===== src/rtl/data_expander_seq.sv =====
// data_expander_seq: head/lookahead beat queue plus burst-aligned expansion-ratio sequencer.
// Optional counters stat_bursts/stat_stall_cycles exist only when DATA_EXPANDER_SEQ_STATS_EN is defined.
module data_expander_seq #(
  parameter int DATA_WIDTH = 16,
  parameter int CH_COUNT   = 16,
  parameter int TAG_WIDTH  = 1,
  parameter int _CFG_WIDTH = $clog2(CH_COUNT)
) (
  input  logic                           clk,
  input  logic                           rst_n,
`ifdef DATA_EXPANDER_SEQ_STATS_EN
  input  logic                           stat_clr,
  output logic [31:0]                    stat_bursts,
  output logic [31:0]                    stat_stall_cycles,
`endif
  input  logic [_CFG_WIDTH-1:0]          cfg_expand_req,
  input  logic                           cfg_update,
  output logic [_CFG_WIDTH-1:0]          cfg_expand,
  output logic                           cfg_busy,
  input  logic [CH_COUNT*DATA_WIDTH-1:0] s_data,
  input  logic [TAG_WIDTH-1:0]           s_tag,
  input  logic [_CFG_WIDTH-1:0]          s_lccnt,
  input  logic                           s_last,
  input  logic                           s_valid,
  output logic                           s_ready,
  output logic [CH_COUNT*DATA_WIDTH-1:0] m_data,
  output logic [TAG_WIDTH-1:0]           m_tag,
  output logic [_CFG_WIDTH-1:0]          m_lccnt,
  output logic                           m_last,
  output logic                           m_valid,
  input  logic                           m_ready,
  output logic                           m_nxt_valid,
  output logic [_CFG_WIDTH-1:0]          m_nxt_lccnt,
  output logic                           m_nxt_last
);
  localparam int CW = _CFG_WIDTH;
  localparam int PW = TAG_WIDTH + CH_COUNT*DATA_WIDTH;
  typedef enum logic [1:0] {RUN, DRAIN, APPLY} state_t;
  state_t state_q, state_d;
  logic h_vld_q, h_vld_d, l_vld_q, l_vld_d;
  logic [CW:0] h_c_q, h_c_d, l_c_q, l_c_d;
  logic [PW-1:0] h_p_q, h_p_d, l_p_q, l_p_d;
  logic pend_q, pend_d, in_burst_q, in_burst_d;
  logic [CW-1:0] val_q, val_d, exp_q, exp_d;
  logic pop, push, h_from_l, h_from_s, l_from_s, empty, drain_go;
  // slot control {last, lccnt} is reset; payload {tag, data} is not
  always_comb begin
    pop = h_vld_q & m_ready;
    s_ready = (state_q == RUN) & (!l_vld_q | pop);
    push = s_valid & s_ready;
    h_from_l = pop & l_vld_q;
    h_from_s = push & (pop ? !l_vld_q : !h_vld_q);
    l_from_s = push & (pop ? l_vld_q : h_vld_q);
    h_vld_d = h_from_l | h_from_s | (h_vld_q & !pop);
    l_vld_d = l_from_s | (l_vld_q & !pop);
    h_c_d = h_from_l ? l_c_q : h_from_s ? {s_last, s_lccnt} : h_c_q;
    h_p_d = h_from_l ? l_p_q : h_from_s ? {s_tag, s_data} : h_p_q;
    l_c_d = l_from_s ? {s_last, s_lccnt} : l_c_q;
    l_p_d = l_from_s ? {s_tag, s_data} : l_p_q;
    empty = !h_vld_q & !l_vld_q;
    in_burst_d = push ? !s_last : in_burst_q;
    drain_go = (pend_q | cfg_update) & ((push & s_last) | (empty & !in_burst_q));
    val_d = cfg_update ? cfg_expand_req : val_q;
    pend_d = (state_q == APPLY) ? cfg_update : (pend_q | cfg_update);
    exp_d = (state_q == APPLY) ? val_q : exp_q;
    state_d = (state_q == RUN) ? (drain_go ? DRAIN : RUN) :
              (state_q == DRAIN) ? ((empty & m_ready) ? APPLY : DRAIN) : RUN;
  end
  always_ff @(posedge clk) begin
    if (!rst_n) begin
      state_q <= RUN;
      h_vld_q <= 1'b0;
      l_vld_q <= 1'b0;
      h_c_q <= '0;
      l_c_q <= '0;
      pend_q <= 1'b0;
      in_burst_q <= 1'b0;
      val_q <= '0;
      exp_q <= '0;
    end else begin
      state_q <= state_d;
      h_vld_q <= h_vld_d;
      l_vld_q <= l_vld_d;
      h_c_q <= h_c_d;
      l_c_q <= l_c_d;
      pend_q <= pend_d;
      in_burst_q <= in_burst_d;
      val_q <= val_d;
      exp_q <= exp_d;
    end
  end
  always_ff @(posedge clk) begin
    h_p_q <= h_p_d;
    l_p_q <= l_p_d;
  end
  assign m_valid = h_vld_q;
  assign {m_last, m_lccnt} = h_c_q;
  assign {m_tag, m_data} = h_p_q;
  assign m_nxt_valid = l_vld_q;
  assign {m_nxt_last, m_nxt_lccnt} = l_c_q;
  assign cfg_expand = exp_q;
  assign cfg_busy = pend_q | (state_q != RUN);
`ifdef DATA_EXPANDER_SEQ_STATS_EN
  logic [31:0] bursts_q, bursts_d, stall_q, stall_d;
  always_comb begin
    bursts_d = stat_clr ? 32'd0 : bursts_q + 32'(push & s_last);
    stall_d = stat_clr ? 32'd0 : stall_q + 32'(s_valid & !s_ready);
  end
  always_ff @(posedge clk) begin
    if (!rst_n) begin
      bursts_q <= '0;
      stall_q <= '0;
    end else begin
      bursts_q <= bursts_d;
      stall_q <= stall_d;
    end
  end
  assign stat_bursts = bursts_q;
  assign stat_stall_cycles = stall_q;
`endif
endmodule


===== config.mk =====
export PLATFORM = sky130hd
export DESIGN_NAME = data_expander_seq
export DESIGN_NICKNAME = d
export VERILOG_FILES = /design/src/rtl/data_expander_seq.sv
export SDC_FILE = /design/constraint.sdc
export NUM_CORES = 1
export LEC_CHECK = 0
export CAP_MARGIN = 10
export CORE_ASPECT_RATIO = 0.9
export CORE_UTILIZATION = 35
export DETAILED_ROUTE_END_ITERATION = 12
export PLACE_DENSITY = 0.67
export SLEW_MARGIN = 20
export SYNTH_ARGS = -nofsm -noshare
export SYNTH_HDL_FRONTEND = slang
export SYNTH_SLANG_ARGS = --single-unit

===== constraint.sdc =====
create_clock -name clk -period 10.9 [get_ports clk]
set_input_delay 2.725 -clock clk [delete_from_list [all_inputs] [get_ports clk]]
set_output_delay 2.725 -clock clk [all_outputs]
set_load 0.01 [all_outputs]

==> parameters.txt <==
Parameter                              Value

Timing
  Maximum clock rate ... between 100 and 150 MHz
  Fin. Hold Viols ... 0
  Worst relative slew slack ... between 30% and 40%
  Ratio of final minimum period to clock period ... a little under two thirds
  Minimum clock period after layout ... 6.95 ns
  Aggregate negative setup slack ... 0 ns
  Clock tree skew after final layout ... 0.0169 ns
  Slew at the pin with the worst max-slew slack ... 0.950 ns
  Number of max-slew violations in the final report ... 0
  Setup slack of the critical path after layout ... 3.95 ns
  Endpoints failing setup ... 0
  Setup repair after global routing missed its margin ... no

CTS
  Root buffer cell ... sky130_fd_sc_hd__clkbuf_16
  Clock transition at path regs ... about 0.060 ns
  Htree depth ... 2
  # clock sinks ... 538
  Number of resized instances in the post-cts repair step ... 0
  Total clock buffers created by CTS ... 56
  Clk_lat worst skew ... 0.58 ns
  Number of buffers inserted to repair setup after CTS ... 0
  Maximum count of clock buffers along a single path ... 3
  Number of buffers added to fix hold violations after cts ... 0
  Clock tree from TritonCTS ... yes

Logic synthesis
  Top cell type's share of synthesized area ... between 70% and 80%
  Netlist area before placement ... about 0.02 mm2
  Cell count after synthesis ... 913
  Leading cell types by count after synthesis ... sky130_fd_sc_hd__edfxtp_1, sky130_fd_sc_hd__mux2_4, sky130_fd_sc_hd__mux2_2
  Distinct cells, synth ... 32
  Most common cell in the synthesized netlist ... sky130_fd_sc_hd__edfxtp_1
  Sequential area share after synthesis ... 77.5%
  Cell accounting for the most synthesized area ... sky130_fd_sc_hd__edfxtp_1
  Main area contributors after synthesis ... sky130_fd_sc_hd__edfxtp_1, sky130_fd_sc_hd__mux2_4, sky130_fd_sc_hd__dfxtp_1
  Number of flops mapped to enable cells by yosys ... 514
  Post-Syn Nets ... 1184
  Seq cells post-synth ... 538
  Ys async rst share ... 0%
  Avg Inst Size Synth ... 22.5 um2
  Number of warning messages in the yosys log ... 0
  Top flip-flop cell by instance count after synthesis ... sky130_fd_sc_hd__edfxtp_1

Setup path
  Register-to-Register Path Depth ... 4
  Critical path buffer and inverter count ... 2
  Slowest cell delay on critical path ... 0.63 ns
  Maximum fanout along the worst path ... 6
  Most numerous cell on the critical path ... sky130_fd_sc_hd__clkdlybuf4s50_1
  Startpoint types ... input pin
  Setup crit end kind ... primary output
  Worst R2R Start ... m_nxt_valid$_SDFF_PN0_
  Endpoint of the worst-slack reg-to-reg timing path ... l_p_q[64]$_DFFE_PP_
  Slowest stage cell on the critical path ... sky130_fd_sc_hd__clkdlybuf4s50_1
  Critical path arrival ... ~4.2 ns
  Data required time at the worst endpoint ... 8.18 ns
  Start-to-end type of the worst setup path ... in2out
  Cell-by-cell trace of the critical path ... clkdlybuf4s50_1 > a21oi_1 > nor3_1 > clkdlybuf4s50_1
  Category of cells accounting for the largest share of critical-path delay ... buffers and inverters
  Register-to-register setup slack ... 7.58 ns

Drt
  Routed Antenna Nets ... 0
  Routed length per placed instance ... 19.9 um
  Post-detailed-routing wire length ... between 40000 and 50000 um
  Overall via count from detail_route ... about 10000
  Final routed DRC violation total ... 0
  Drt via density ... 4.52
  1st-pass router iterations ... 6
  Iteration-0 DRC Markers ... 573

Run status
  Outcome ... finished clean

Min path
  Hold EP ... l_c_q[0]$_SDFFE_PN0P_
  Min-delay src ... l_c_q[0]$_SDFFE_PN0P_
  Hold Path Cell Cnt ... 2
  Type of the worst min-delay path ... reg2reg

Die
  Core Footprint ... 0.0575 mm2
  Num rows ... 83
  Die Y ... 232 um
  DIE WIDTH ... 257 um
  Die Area ... 0.0596 mm2
  Initial standard-cell utilization of the core ... between 30 and 40%
  Num ports ... 546

Global route
  Via count of the first global-routing pass ... 10800
  Global route overflow ... 0
  Maximum number of pins on one net before global-route repair ... 133
  Antenna violations before repair ... 6
  Total global routing track utilization ... 14.9%
  Global-route wire length before repair ... 68100 um

Finish
  Non-Filler Instances ... ~2300
  Total number of nets in the final design ... 1760
  Share of post-route cells with drive strength above 1 ... 22.3%
  Syn-to-layout area delta ... 38.3%
  Fillcell total ... approximately 4700

Run
  # Max-Cap Violations ... 0

Place
  Number of placed cells counting well taps ... about 2200
  Port Buf Inserts ... about 550
  Final HPWL from detailed placement ... just over 30000 um
  Placement Setup Slack ... between 3 and 4 ns
  Placer's final routability congestion estimate ... 0.779

Pwr
  Total power ... 4.91 mW
  Worst vdd rail ir drop ... 0.000113 V
  Static leakage power ... 10.5 nW
  Power per cell area ... 173 mW/mm2
[area by class of cell]
class	instances	area, um2	area share (%)
sequential	538	15900	56.0
timing repair buffer	555	5580	19.6
multi-input combinational	336	4280	15.1
clock buffer	70	1480	5.19
tap	765	957	3.37
clock inverter	33	186	0.656
inverter	2	7.51	0.0264
antenna	2	5.00	0.0176
[where the power goes]
group	switching (mW)	internal [mW]	total [mW]	leakage (nW)
Sequential	0.0496	2.47	2.52	4.97
Clock	0.767	0.978	1.74	0.795
Combinational	0.283	0.361	0.644	4.70
Total	1.10	3.81	4.91	10.5
[sequential cells by signal, indices dropped and copies added (netlist names), 2 cells and up]
name and count:
l_c_q 5, h_p_q 257, state_q 2, h_c_q 5, val_q 4, l_p_q 257, cfg_expand 4
[worst min-delay path, delay by kind of cell, from the launching register on]
family	cells	cell delay, ns
mux	1	0.06
simple gates	1	0.05
flops	1	0.32
[placed cells by master, fill, tap and decap left out, types with 2 or more instances in the layout]
master                              n
sky130_fd_sc_hd__nor3_1             8
sky130_fd_sc_hd__clkbuf_16         57
sky130_fd_sc_hd__mux2_2            34
sky130_fd_sc_hd__nor2b_1            2
sky130_fd_sc_hd__nand2b_1           3
sky130_fd_sc_hd__buf_12             4
sky130_fd_sc_hd__clkdlybuf4s50_1  545
sky130_fd_sc_hd__inv_1              2
sky130_fd_sc_hd__nor2_1            11
sky130_fd_sc_hd__mux2_4           223
sky130_fd_sc_hd__clkinv_2           6
sky130_fd_sc_hd__a21oi_1            7
sky130_fd_sc_hd__nand2_1           10
sky130_fd_sc_hd__buf_4              6
sky130_fd_sc_hd__o21a_1             2
sky130_fd_sc_hd__mux2i_1           18
sky130_fd_sc_hd__clkinvlp_4         5
sky130_fd_sc_hd__clkinv_1          19
sky130_fd_sc_hd__dfxtp_1           24
sky130_fd_sc_hd__diode_2            2
sky130_fd_sc_hd__edfxtp_1         514
sky130_fd_sc_hd__clkbuf_1          13
sky130_fd_sc_hd__a2111oi_0          5
[worst max path at each step]
| stage | startpoint | endpoint | slack (ns) | depth (start not counted) |
|---|---|---|---|---|
| final | m_ready | s_ready | 3.95 | 4 |
| after global routing | m_ready | s_ready | 3.82 | 4 |
| after CTS | m_ready | s_ready | 3.95 | 4 |
| after detailed placement | m_ready | s_ready | 3.97 | 4 |
| after global placement | m_ready | s_ready | 3.96 | 4 |
| after floorplan | s_valid | h_c_q[0]$_SDFFE_PN0P_ | 3.63 | 3 |
[stage by stage]
step                hold slack [ns]  util [%]  instance area, um2
CTS                           0.480      49.4               28400
floorplan                     0.460         -               20500
global route                  0.517      49.4               28400
finish                        0.477      49.4               28400
detailed placement            0.469      46.5               26700
global placement              0.456      46.5               26700
[metal layers]
layer  wire, um  GRT usage (%)  up-vias
met5         53              0        -
met4       1120           4.79        8
met3       4160           5.68       86
met2      22000           24.3      383
met1      18400           18.3     5142
li1           -              -     4782
[kinds of logic (layout without fill, tap and decap cells)]
kind of cell    count (synthesis)  after routing  share of synthesized area, %
xor+xnor                        1              1                        0.0427
mux                           275            275                          19.0
simple gates                   39             39                         0.914
flops                         538            538                          77.5
other cells                     0              2                             0
compound gates                 21             21                         0.731
buf+inv                        39            660                          1.76
Note: power is estimated with default switching activity, not from simulation.
